**config.mk**
```make
export PLATFORM = sky130hd
export DESIGN_NAME = rs232_avm_slave_flat
export DESIGN_NICKNAME = d
export VERILOG_FILES = /design/src/rtl/rs232_pkg.sv /design/src/rtl/rs232_avm_slave_if.sv /design/src/rtl/uart_rx_deserializer.sv /design/src/rtl/rs232_avm_slave.sv /design/src/flat_wrapper.sv
export SDC_FILE = /design/constraint.sdc
export NUM_CORES = 1
export LEC_CHECK = 0
export BUFFER_PORTS_ARGS = -buffer_cell sky130_fd_sc_hd__buf_2
export CAP_MARGIN = 20
export CELL_PAD_IN_SITES_DETAIL_PLACEMENT = 1
export CELL_PAD_IN_SITES_GLOBAL_PLACEMENT = 1
export CORE_UTILIZATION = 45
export CTS_CLUSTER_DIAMETER = 80
export DETAILED_ROUTE_END_ITERATION = 12
export GPL_TIMING_DRIVEN = 0
export HOLD_SLACK_MARGIN = 0.15
export PLACE_DENSITY = 0.83
export SYNTH_ARGS = -nofsm -noshare
export SYNTH_HDL_FRONTEND = slang
export SYNTH_HIERARCHICAL = 1
export SYNTH_SLANG_ARGS = --single-unit
```
**constraint.sdc**
```tcl
create_clock -name avm_clk -period 3.82 [get_ports avm_clk]
set_clock_uncertainty 0.15 [all_clocks]
set_input_delay 0.382 -clock avm_clk [delete_from_list [all_inputs] [get_ports avm_clk]]
set_output_delay 0.382 -clock avm_clk [all_outputs]
set_load 0.02 [all_outputs]
```
**src/rtl/rs232_pkg.sv**
```systemverilog
// Shared constants, state enums and the status-word helper for the RS232 Avalon-MM slave.
package rs232_pkg;

    localparam int unsigned ADDR_W = 5;
    localparam int unsigned DATA_W = 32;
    localparam int unsigned BYTE_W = 8;

    localparam logic [ADDR_W-1:0] RX_BASE     = 5'd0;
    localparam logic [ADDR_W-1:0] TX_BASE     = 5'd4;
    localparam logic [ADDR_W-1:0] STATUS_BASE = 5'd8;

    localparam int unsigned RX_OK_BIT = 7;
    localparam int unsigned TX_OK_BIT = 6;
    localparam int unsigned ROE_BIT   = 3;

    typedef enum logic {
        S_IDLE,
        S_ACK
    } bus_state_e;

    typedef enum logic [1:0] {
        IDLE,
        START,
        DATA,
        STOP
    } ser_state_e;

    // What the access captured in S_IDLE must do when it completes in S_ACK.
    typedef enum logic [1:0] {
        ACC_NONE,
        ACC_RX_READ,
        ACC_TX_WRITE
    } acc_kind_e;

    function automatic logic [DATA_W-1:0] status_word(input logic rrdy,
                                                      input logic trdy,
                                                      input logic roe);
        logic [DATA_W-1:0] w;
        w            = '0;
        w[RX_OK_BIT] = rrdy;
        w[TX_OK_BIT] = trdy;
        w[ROE_BIT]   = roe;
        return w;
    endfunction

endpackage

```
**src/rtl/rs232_avm_slave_if.sv**
```systemverilog
// Avalon-MM bus bundle between the polling master and the RS232 register slave.
interface rs232_avm_slave_if import rs232_pkg::*; ();

    logic [ADDR_W-1:0] avm_address;
    logic              avm_read;
    logic              avm_write;
    logic [DATA_W-1:0] avm_writedata;
    logic [DATA_W-1:0] avm_readdata;
    logic              avm_waitrequest;

    modport master (
        output avm_address, avm_read, avm_write, avm_writedata,
        input  avm_readdata, avm_waitrequest
    );

    modport slave (
        input  avm_address, avm_read, avm_write, avm_writedata,
        output avm_readdata, avm_waitrequest
    );

endinterface

```
**src/rtl/uart_rx_deserializer.sv**
```systemverilog
// 8N1 receiver: 2-flop synchronizer, mid-bit sampling, one-cycle byte_valid on a good stop bit.
module uart_rx_deserializer import rs232_pkg::*; #(
    parameter int unsigned CLKS_PER_BIT = 434
) (
    input  logic              clk,
    input  logic              rst,
    input  logic              rxd_i,
    output logic              byte_valid_o,
    output logic [BYTE_W-1:0] byte_o
);

    localparam int unsigned          CNT_W    = $clog2(CLKS_PER_BIT);
    localparam logic [CNT_W-1:0]     CNT_LAST = CNT_W'(CLKS_PER_BIT - 1);
    localparam logic [CNT_W-1:0]     CNT_HALF = CNT_W'(CLKS_PER_BIT / 2 - 1);

    logic              sync1_q, sync2_q, prev_q;
    ser_state_e        state_q, state_d;
    logic [CNT_W-1:0]  cnt_q, cnt_d;
    logic [2:0]        bit_q, bit_d;
    logic [BYTE_W-1:0] shift_q, shift_d;
    logic              valid_q, valid_d;

    // Synchronize the asynchronous line and keep last cycle's value for edge detection.
    always_ff @(posedge clk) begin
        if (rst) begin
            sync1_q <= 1'b1;
            sync2_q <= 1'b1;
            prev_q  <= 1'b1;
        end else begin
            sync1_q <= rxd_i;
            sync2_q <= sync1_q;
            prev_q  <= sync2_q;
        end
    end

    // Receiver state register.
    always_ff @(posedge clk) begin
        if (rst) begin
            state_q <= IDLE;
            cnt_q   <= '0;
            bit_q   <= '0;
            shift_q <= '0;
            valid_q <= 1'b0;
        end else begin
            state_q <= state_d;
            cnt_q   <= cnt_d;
            bit_q   <= bit_d;
            shift_q <= shift_d;
            valid_q <= valid_d;
        end
    end

    // Frame sequencing: half-bit start re-check, then full-bit steps sampling LSB first.
    always_comb begin
        state_d = state_q;
        cnt_d   = cnt_q;
        bit_d   = bit_q;
        shift_d = shift_q;
        valid_d = 1'b0;
        case (state_q)
            IDLE: begin
                if (prev_q && !sync2_q) begin
                    state_d = START;
                    cnt_d   = '0;
                end
            end
            START: begin
                if (cnt_q == CNT_HALF) begin
                    cnt_d   = '0;
                    bit_d   = '0;
                    state_d = sync2_q ? IDLE : DATA;
                end else begin
                    cnt_d = cnt_q + CNT_W'(1);
                end
            end
            DATA: begin
                if (cnt_q == CNT_LAST) begin
                    cnt_d   = '0;
                    shift_d = {sync2_q, shift_q[BYTE_W-1:1]};
                    if (bit_q == 3'd7) begin
                        state_d = STOP;
                    end else begin
                        bit_d = bit_q + 3'd1;
                    end
                end else begin
                    cnt_d = cnt_q + CNT_W'(1);
                end
            end
            STOP: begin
                if (cnt_q == CNT_LAST) begin
                    state_d = IDLE;
                    valid_d = sync2_q;
                end else begin
                    cnt_d = cnt_q + CNT_W'(1);
                end
            end
            default: state_d = IDLE;
        endcase
    end

    assign byte_valid_o = valid_q;
    assign byte_o       = shift_q;

endmodule

```
**src/rtl/rs232_avm_slave.sv**
```systemverilog
// RS232 register-map emulator (RX@0, TX@4, STATUS@8) bridged to an 8N1 serial line.
// Build option: RS232_LOOPBACK_EN feeds the receiver from the internal uart_txd.
module rs232_avm_slave import rs232_pkg::*; #(
    parameter int unsigned CLKS_PER_BIT = 434
) (
    input  logic               avm_clk,
    input  logic               avm_rst,
    rs232_avm_slave_if.slave   avm,
    input  logic               uart_rxd,
    output logic               uart_txd
);

    localparam int unsigned      CNT_W    = $clog2(CLKS_PER_BIT);
    localparam logic [CNT_W-1:0] CNT_LAST = CNT_W'(CLKS_PER_BIT - 1);

    bus_state_e        bus_state_q, bus_state_d;
    acc_kind_e         acc_q, acc_d;
    logic [DATA_W-1:0] readdata_q, readdata_d;
    logic              waitrequest_q, waitrequest_d;
    logic [BYTE_W-1:0] tx_hold_q, tx_hold_d;

    logic              rrdy_q, roe_q;
    logic [BYTE_W-1:0] rx_byte_q;

    ser_state_e        tx_state_q, tx_state_d;
    logic [CNT_W-1:0]  tx_cnt_q, tx_cnt_d;
    logic [2:0]        tx_bit_q, tx_bit_d;
    logic [BYTE_W-1:0] tx_shift_q, tx_shift_d;
    logic              txd_q, txd_d;

    logic              rx_src;
    logic              rx_valid;
    logic [BYTE_W-1:0] rx_data;
    logic              tx_idle;
    logic              rx_clear;
    logic              tx_load;
    logic              unused_wdata;

`ifdef RS232_LOOPBACK_EN
    logic unused_rxd;
    assign rx_src     = txd_q;
    assign unused_rxd = uart_rxd;
`else
    assign rx_src = uart_rxd;
`endif

    assign unused_wdata = ^avm.avm_writedata[DATA_W-1:BYTE_W];
    assign tx_idle      = (tx_state_q == IDLE);
    assign rx_clear     = (bus_state_q == S_ACK) && (acc_q == ACC_RX_READ);
    assign tx_load      = (bus_state_q == S_ACK) && (acc_q == ACC_TX_WRITE) && tx_idle;

    uart_rx_deserializer #(
        .CLKS_PER_BIT(CLKS_PER_BIT)
    ) u_rx (
        .clk          (avm_clk),
        .rst          (avm_rst),
        .rxd_i        (rx_src),
        .byte_valid_o (rx_valid),
        .byte_o       (rx_data)
    );

    // Bus FSM state and registered response.
    always_ff @(posedge avm_clk) begin
        if (avm_rst) begin
            bus_state_q   <= S_IDLE;
            acc_q         <= ACC_NONE;
            readdata_q    <= '0;
            waitrequest_q <= 1'b1;
            tx_hold_q     <= '0;
        end else begin
            bus_state_q   <= bus_state_d;
            acc_q         <= acc_d;
            readdata_q    <= readdata_d;
            waitrequest_q <= waitrequest_d;
            tx_hold_q     <= tx_hold_d;
        end
    end

    // Decode an access in S_IDLE, complete it in S_ACK; a read wins over a simultaneous write.
    always_comb begin
        bus_state_d = bus_state_q;
        acc_d       = acc_q;
        readdata_d  = readdata_q;
        tx_hold_d   = tx_hold_q;
        case (bus_state_q)
            S_IDLE: begin
                if (avm.avm_read || avm.avm_write) begin
                    bus_state_d = S_ACK;
                    acc_d       = ACC_NONE;
                    readdata_d  = '0;
                    if (avm.avm_read) begin
                        if (avm.avm_address == RX_BASE) begin
                            acc_d      = ACC_RX_READ;
                            readdata_d = DATA_W'(rx_byte_q);
                        end else if (avm.avm_address == STATUS_BASE) begin
                            readdata_d = status_word(rrdy_q, tx_idle, roe_q);
                        end
                    end else if (avm.avm_address == TX_BASE) begin
                        acc_d     = ACC_TX_WRITE;
                        tx_hold_d = avm.avm_writedata[BYTE_W-1:0];
                    end
                end
            end
            S_ACK: begin
                bus_state_d = S_IDLE;
                acc_d       = ACC_NONE;
            end
            default: bus_state_d = S_IDLE;
        endcase
        waitrequest_d = (bus_state_d != S_ACK);
    end

    // RX holding register; a byte landing on an RX-read ack replaces the read one without overrun.
    always_ff @(posedge avm_clk) begin
        if (avm_rst) begin
            rrdy_q    <= 1'b0;
            roe_q     <= 1'b0;
            rx_byte_q <= '0;
        end else if (rx_valid) begin
            rx_byte_q <= rx_data;
            rrdy_q    <= 1'b1;
            roe_q     <= rx_clear ? 1'b0 : (roe_q | rrdy_q);
        end else if (rx_clear) begin
            rrdy_q <= 1'b0;
            roe_q  <= 1'b0;
        end
    end

    // Transmitter state register.
    always_ff @(posedge avm_clk) begin
        if (avm_rst) begin
            tx_state_q <= IDLE;
            tx_cnt_q   <= '0;
            tx_bit_q   <= '0;
            tx_shift_q <= '0;
            txd_q      <= 1'b1;
        end else begin
            tx_state_q <= tx_state_d;
            tx_cnt_q   <= tx_cnt_d;
            tx_bit_q   <= tx_bit_d;
            tx_shift_q <= tx_shift_d;
            txd_q      <= txd_d;
        end
    end

    // Transmit sequencing: start bit, eight data bits LSB first, stop bit, CLKS_PER_BIT each.
    always_comb begin
        tx_state_d = tx_state_q;
        tx_cnt_d   = tx_cnt_q;
        tx_bit_d   = tx_bit_q;
        tx_shift_d = tx_shift_q;
        txd_d      = txd_q;
        case (tx_state_q)
            IDLE: begin
                txd_d = 1'b1;
                if (tx_load) begin
                    tx_state_d = START;
                    tx_cnt_d   = '0;
                    tx_shift_d = tx_hold_q;
                    txd_d      = 1'b0;
                end
            end
            START: begin
                if (tx_cnt_q == CNT_LAST) begin
                    tx_state_d = DATA;
                    tx_cnt_d   = '0;
                    tx_bit_d   = '0;
                    txd_d      = tx_shift_q[0];
                end else begin
                    tx_cnt_d = tx_cnt_q + CNT_W'(1);
                end
            end
            DATA: begin
                if (tx_cnt_q == CNT_LAST) begin
                    tx_cnt_d = '0;
                    if (tx_bit_q == 3'd7) begin
                        tx_state_d = STOP;
                        txd_d      = 1'b1;
                    end else begin
                        tx_bit_d   = tx_bit_q + 3'd1;
                        tx_shift_d = {1'b0, tx_shift_q[BYTE_W-1:1]};
                        txd_d      = tx_shift_q[1];
                    end
                end else begin
                    tx_cnt_d = tx_cnt_q + CNT_W'(1);
                end
            end
            STOP: begin
                txd_d = 1'b1;
                if (tx_cnt_q == CNT_LAST) begin
                    tx_state_d = IDLE;
                end else begin
                    tx_cnt_d = tx_cnt_q + CNT_W'(1);
                end
            end
            default: tx_state_d = IDLE;
        endcase
    end

    assign avm.avm_readdata    = readdata_q;
    assign avm.avm_waitrequest = waitrequest_q;
    assign uart_txd            = txd_q;

endmodule

```
**src/flat_wrapper.sv**
```systemverilog
// flat-port wrapper written by rule: the top's interface ports become plain ports
module rs232_avm_slave_flat import rs232_pkg::*;
#(
    parameter int unsigned CLKS_PER_BIT = 434
)
  (avm_clk, avm_rst, uart_rxd, uart_txd, avm_avm_address, avm_avm_read, avm_avm_write, avm_avm_writedata, avm_avm_readdata, avm_avm_waitrequest);
  rs232_avm_slave_if avm_i ();
  input  logic avm_clk;
  input  logic avm_rst;
  input  logic uart_rxd;
  output logic uart_txd;
  input wire logic [$bits(avm_i.avm_address)-1:0] avm_avm_address;
  input wire logic [$bits(avm_i.avm_read)-1:0] avm_avm_read;
  input wire logic [$bits(avm_i.avm_write)-1:0] avm_avm_write;
  input wire logic [$bits(avm_i.avm_writedata)-1:0] avm_avm_writedata;
  output wire logic [$bits(avm_i.avm_readdata)-1:0] avm_avm_readdata;
  output wire logic [$bits(avm_i.avm_waitrequest)-1:0] avm_avm_waitrequest;
  assign avm_i.avm_address = avm_avm_address;
  assign avm_i.avm_read = avm_avm_read;
  assign avm_i.avm_write = avm_avm_write;
  assign avm_i.avm_writedata = avm_avm_writedata;
  assign avm_avm_readdata = avm_i.avm_readdata;
  assign avm_avm_waitrequest = avm_i.avm_waitrequest;
  rs232_avm_slave #(.CLKS_PER_BIT(CLKS_PER_BIT)) u_core (.avm_clk(avm_clk), .avm_rst(avm_rst), .avm(avm_i), .uart_rxd(uart_rxd), .uart_txd(uart_txd));
endmodule
```
# ---- Word-level counts from Yosys, hierarchy flattened
# Cells that the tools add are included.
dict set report op_classes {
  n_reduce_logical 26
  addsub 4
  bitwise_logic 6
  mux 53
  eq_ne 30
}
# operator n
set op_table {}
lappend op_table {{$mux W32} 2}
lappend op_table {{$mux W9} 7}
lappend op_table {{$pmux W9 S4} 1}
lappend op_table {{$mux W8} 4}
lappend op_table {{$mux W2} 14}
lappend op_table {{$pmux W9 S3} 1}
lappend op_table {{$ne A2 B2 Y1 const B} 10}
lappend op_table {{$add A9 B1 Y9 const B} 2}
lappend op_table {{$eq A9 B9 Y1 const B} 2}
lappend op_table {{$mux W3} 6}
lappend op_table {{$pmux W2 S4} 2}
lappend op_table {{$pmux W8 S2} 1}
lappend op_table {{$reduce_and A4 Y1} 4}
lappend op_table {{$pmux W3 S2} 2}
lappend op_table {{$eq A2 B2 Y1 const B} 5}
lappend op_table {{$mux W1} 10}
lappend op_table {{$ne A2 B1 Y1 const B} 5}
lappend op_table {{$reduce_and A2 Y1} 5}
lappend op_table {{$reduce_and A5 Y1} 2}
lappend op_table {{$eq A9 B8 Y1 const B} 1}
lappend op_table {{$reduce_bool A2 Y1} 4}
lappend op_table {{$add A3 B1 Y3 const B} 2}
lappend op_table {{$eq A2 B1 Y1 const B} 3}
lappend op_table {{$eq A3 B3 Y1 const B} 2}
lappend op_table {{other kinds (14)} 22}
dict set report totals {
  wordCells 140
  input_bits 42
  register_bits 103
}

# ---- Depth between registers and ports, before layout
dict set report logic_depth {
  depth_word 5
  mapped_depth 8
  mapped_depth_nobuf 6
}

# ---- By module
# Netlist, hierarchy kept.
# module area_each_um2 cells_each n_inst
set modules_own_cells {}
lappend modules_own_cells {rs232_avm_slave 2595.0 279 1}
lappend modules_own_cells {uart_rx_deserializer 1237.4 135 1}

# ---- Worst setup path before layout
# No wires, ideal clock.
dict set report synth_timing {
  path_type {reg-to-reg}
  start {reg u_core.tx_state_q[0]}
  end {reg u_core.tx_shift_q[0]}
  t_arrival_ns 1.733
  setup_time_ns 0.134
  path_slack_ns 1.803
  path_stages_with_launch 9
  path_buffers 2
  t_required_ns 3.536
  period_less_slack_ns 2.017
  cell_sequence {dfxtp_1 -> inv_1 -> ha_1 -> clkbuf_1 -> nand2b_1 -> o32ai_4 -> and2_1 -> buf_6 -> a211oi_1}
}
dict set report synth_via {
  elab_chain_cells 4
  word_cells_on_any_way 9
}
# element line
set synth_rtl {}
lappend synth_rtl {{start, declared} rs232_avm_slave.sv:25} ;# ser_state_e tx_state_q, tx_state_d;
lappend synth_rtl {{start signal, assigned} rs232_avm_slave.sv:138} ;# tx_state_q <= tx_state_d;
lappend synth_rtl {{$logic_not A2 Y1} {rs232_avm_slave.sv:48, rs232_avm_slave.sv:153}}
lappend synth_rtl {{$logic_and A1 B1 Y1} rs232_avm_slave.sv:50} ;# assign tx_load = (bus_state_q == S_ACK) && (acc_q == ACC_TX_WRITE) && tx_idle;
lappend synth_rtl {{$ne A2 B2 Y1 (no source line)} n/a}
lappend synth_rtl {{$reduce_and A4 Y1 (no source line)} n/a}
lappend synth_rtl {{end signal, assigned} rs232_avm_slave.sv:141} ;# tx_shift_q <= tx_shift_d;
lappend synth_rtl {{end, declared} rs232_avm_slave.sv:28} ;# logic [BYTE_W-1:0] tx_shift_q, tx_shift_d;
# Parallel ways exist; a longest one is shown, timed or not.
# A chain may end at the register's enable or synchronous reset.

# ---- Final worst setup path
dict set report layout_timing {
  start {reg u_core.tx_state_q[0]}
  end {reg u_core.tx_shift_q[5]}
}
# Same word-level chain as after synthesis.

==> impl_metrics.env <==
export IMPL_dr_first_iter_drc_count=133
export IMPL_row_count=33
export IMPL_hp_class="in2reg"
export IMPL_core_area_um2=8220
export IMPL_cts_tree="built"
export IMPL_pwr_share_clk_pct=36.5
export IMPL_post_cts_resized=0
export IMPL_syn_to_final_growth_pct=17.0
export IMPL_wl_met1_um=4270
export IMPL_p_seq_share_pct=48.6
export IMPL_topRoutingLayerUsed="met4"
export IMPL_dieWidth_um=94.3
export IMPL_port_buffers=27
export IMPL_max_freq_mhz=419
export IMPL_cts_sinks=79
export IMPL_synth_area_leaders="dfxtp_1 41%, mux2i_1 8.4%, buf_4 5.3%"
export IMPL_critical_path_class="reg2reg"
export IMPL_nNetsFinal=540
export IMPL_synth_edf_count=0
export IMPL_diodes=0
export IMPL_synth_warnings=6
export IMPL_antenna_found_initial=0
export IMPL_routed_via_density=5.58
export IMPL_yosysSeqAreaShare_pct=41.3
export IMPL_rsz0062_at_grt="no"
export IMPL_synth_seq_cells=79
export IMPL_vias=3312
export IMPL_netlist_instances=414
export IMPL_synth_top_cell_by_area="dfxtp_1"
export IMPL_grt_max_degree=17
export IMPL_maxCapViolations=0
export IMPL_cpMaxStageDelayCell="o32ai_4"
export IMPL_fp_dieArea_um2=8890
export IMPL_hold_viol=0
export IMPL_setup_violations=0
export IMPL_clockBufferDepth=2
export IMPL_clkTransAtPathRegs_ns=0.09
export IMPL_drv_slew=0
export IMPL_h_tree_depth=3
export IMPL_gr_total_overflow=0
export IMPL_crit_chain="inv_1 > ha_1 > clkbuf_1 > nand2b_1 > o32ai_4 > and2_1 > buf_6 > a211oi_1"
export IMPL_leakagePower_nw=1.74
export IMPL_tightest_slew_ns=0.871
export IMPL_wl_met2_um=4980
export IMPL_grt_pass1_vias=3398
export IMPL_final_core_util_pct=54.6
export IMPL_ff_latch_area_um2=1580
export IMPL_synth_distinct_cells=63
export IMPL_clk_latency_ns=0.35
export IMPL_nFillCells=979
export IMPL_postRouteAntennaNets=0
export IMPL_crit_buf_inv=3
export IMPL_cell_internal_pwr_mw=1.27
export IMPL_synth_async_reset_ratio_pct=0
export IMPL_pin_count=76
export IMPL_endpoint_kind="flop"
export IMPL_dp_hpwl_um=6700
export IMPL_outcome="completed"
export IMPL_wl_um=9770
export IMPL_gp_congestion=0.835
export IMPL_synth_top_area_share_pct=41.3
export IMPL_grt_pass1_wl_um=16300
export IMPL_ctsHoldBuffers=9
export IMPL_start_kind="flop"
export IMPL_finalSetupTns_ns=0
export IMPL_min_period_ns=2.38
export IMPL_root_buffer="clkbuf_8"
export IMPL_route_met3_wl_um=278
export IMPL_drcViolationCount=0
export IMPL_firstDrtPassIters=4
export IMPL_arrival_ns=2.44
export IMPL_swShare_pct=29.3
export IMPL_start_util_pct=46.6
export IMPL_grt_use_total_pct=23.7
export IMPL_postCtsSetupRepairBufs=0
export IMPL_wl_per_cell_um=16.5
export IMPL_crit_fanout=9
export IMPL_cp_data_required_time_ns=3.88
export IMPL_relSlewSlack_pct=41.8
export IMPL_ir_drop_mv=0.251
export IMPL_synth_avg_cell_area_um2=9.26
export IMPL_power_share_combinational_pct=14.9
export IMPL_die_h_um=94.3
export IMPL_drive_gt1_share_pct=17.6
export IMPL_multi_input_area_um2=2010
export IMPL_yosys_most_used_dff="dfxtp_1"
export IMPL_min_period_over_period_pct=62.4
export IMPL_power_density_nw_per_um2=401
export IMPL_cts_buffers=9
export IMPL_slowest_delay_ns=0.48
export IMPL_p_sw_uw=526
export IMPL_synthesis_area_um2=3830
export IMPL_crit_family="buffers and inverters"
==> final timing paths <==
kind | slack, ns | cells after the start | from | endpoint
hold reg to reg | 0.27 | 1 | u_core/u_rx/sync1_q | u_core/u_rx/sync2_q
hold / removal | 0.20 | 4 | avm_avm_write | u_core/acc_q[1]
setup reg to reg | 1.44 | 8 | u_core/tx_state_q[0] | u_core/tx_shift_q[5]
setup / recovery | 1.44 | 8 | u_core/tx_state_q[0] | u_core/tx_shift_q[5]
==> area by class of cell <==
type | instances | share of cell area (%)
Buffer | 43 | 6.25
Clock inverter | 7 | 1.90
Sequential cell | 79 | 35.3
Multi-Input combinational cell | 303 | 44.9
Clock buffer | 9 | 2.76
Inverter | 12 | 1.00
Timing Repair Buffer | 36 | 5.02
Tap cell | 105 | 2.93
==> metrics by stage <==
step                instance area (um2)  std cells  hold slack [ns]  power, mW  worst slack, ns
floorplan                          3920        437            0.239       1.08             1.80
global placement                   4190        569            0.250       1.14             1.54
detailed placement                 4190        569            0.257       1.15             1.49
CTS                                4480        594            0.183       1.81             1.48
global route                       4480        594            0.198       1.89             1.26
finish                             4480        594            0.204       1.80             1.44
==> tightest hold or removal path: stages <==
cell and delay [ns]:
buf_2 0.09, nor3_1 0.06, nand2_1 0.06, a21oi_1 0.06
==> cell usage in the layout (no fill, tap or decap), types with 11 or more instances in the layout <==
master | synthesis | layout
mux2i_1 | 32 | 32
inv_1 | 12 | 12
ha_1 | 14 | 14
nand3_1 | 15 | 15
dfxtp_1 | 79 | 79
nor2_1 | 51 | 51
buf_4 | 27 | 27
conb_1 | 1 | 24
nand2_1 | 11 | 11
a21oi_1 | 33 | 33
buf_2 | 2 | 29
==> synthesized netlist by cell type, types with 2 or more instances <==
library cell / number
buf_4: 27
nor3b_1: 2
a32o_1: 2
nor4_1: 2
nor2_1: 51
a32oi_1: 2
a222oi_1: 3
a21oi_1: 33
inv_1: 12
and2_1: 4
buf_1: 2
nor2b_1: 2
mux2i_1: 32
a22oi_1: 6
buf_2: 2
o21bai_1: 2
ha_1: 14
dfxtp_1: 79
o31ai_1: 4
a211oi_1: 8
nand2b_1: 3
clkbuf_1: 10
a311oi_1: 2
or2_2: 4
nand3_1: 15
or3_1: 5
nor3_1: 5
nand2_1: 11
and4_1: 2
xnor2_1: 6
nand3b_1: 4
a31oi_1: 5
nand4b_1: 3
nand4_1: 6
o21ai_0: 10
nor4b_1: 3
or4_1: 3
nand4bb_1: 2
buf_6: 2
==> logic make-up after synthesis <==
family,count (synthesis),synth area share [%]
compound gates,92,16.7
simple gates,135,19.2
other cells,1,0.0978
flops,79,41.3
buf+inv,55,8.49
mux,32,8.36
xor+xnor,6,1.37
fa+ha+maj,14,4.57
==> registers in the layout, summed over array words and instances (netlist names), 2 cells and up, named ones only <==
name and count:
u_core/tx_cnt_q 9, u_core/u_rx/cnt_q 9, u_core/avm.avm_readdata 8, u_core/rx_byte_q 8, u_core/tx_hold_q 8, u_core/tx_shift_q 8
u_core/u_rx/byte_o 8, u_core/tx_bit_q 3, u_core/u_rx/bit_q 3, u_core/acc_q 2, u_core/tx_state_q 2
==> power by group through the flow <==
stage | logic [mW] | registers (mW) | clock network [mW]
after global routing | 0.295 | 0.878 | 0.715
after floorplan | 0.189 | 0.891 | 0
after detailed placement | 0.255 | 0.893 | 0
final | 0.269 | 0.873 | 0.656
after global placement | 0.246 | 0.890 | 0
after CTS | 0.263 | 0.874 | 0.676
==> layer usage <==
layer,up-vias,global-route usage [%]
li1,1606,-
met1,1614,27.1
met5,-,0
met3,22,5.02
met4,0,10.9
met2,70,41.8
No activity file was read; power rests on OpenSTA's default activity.
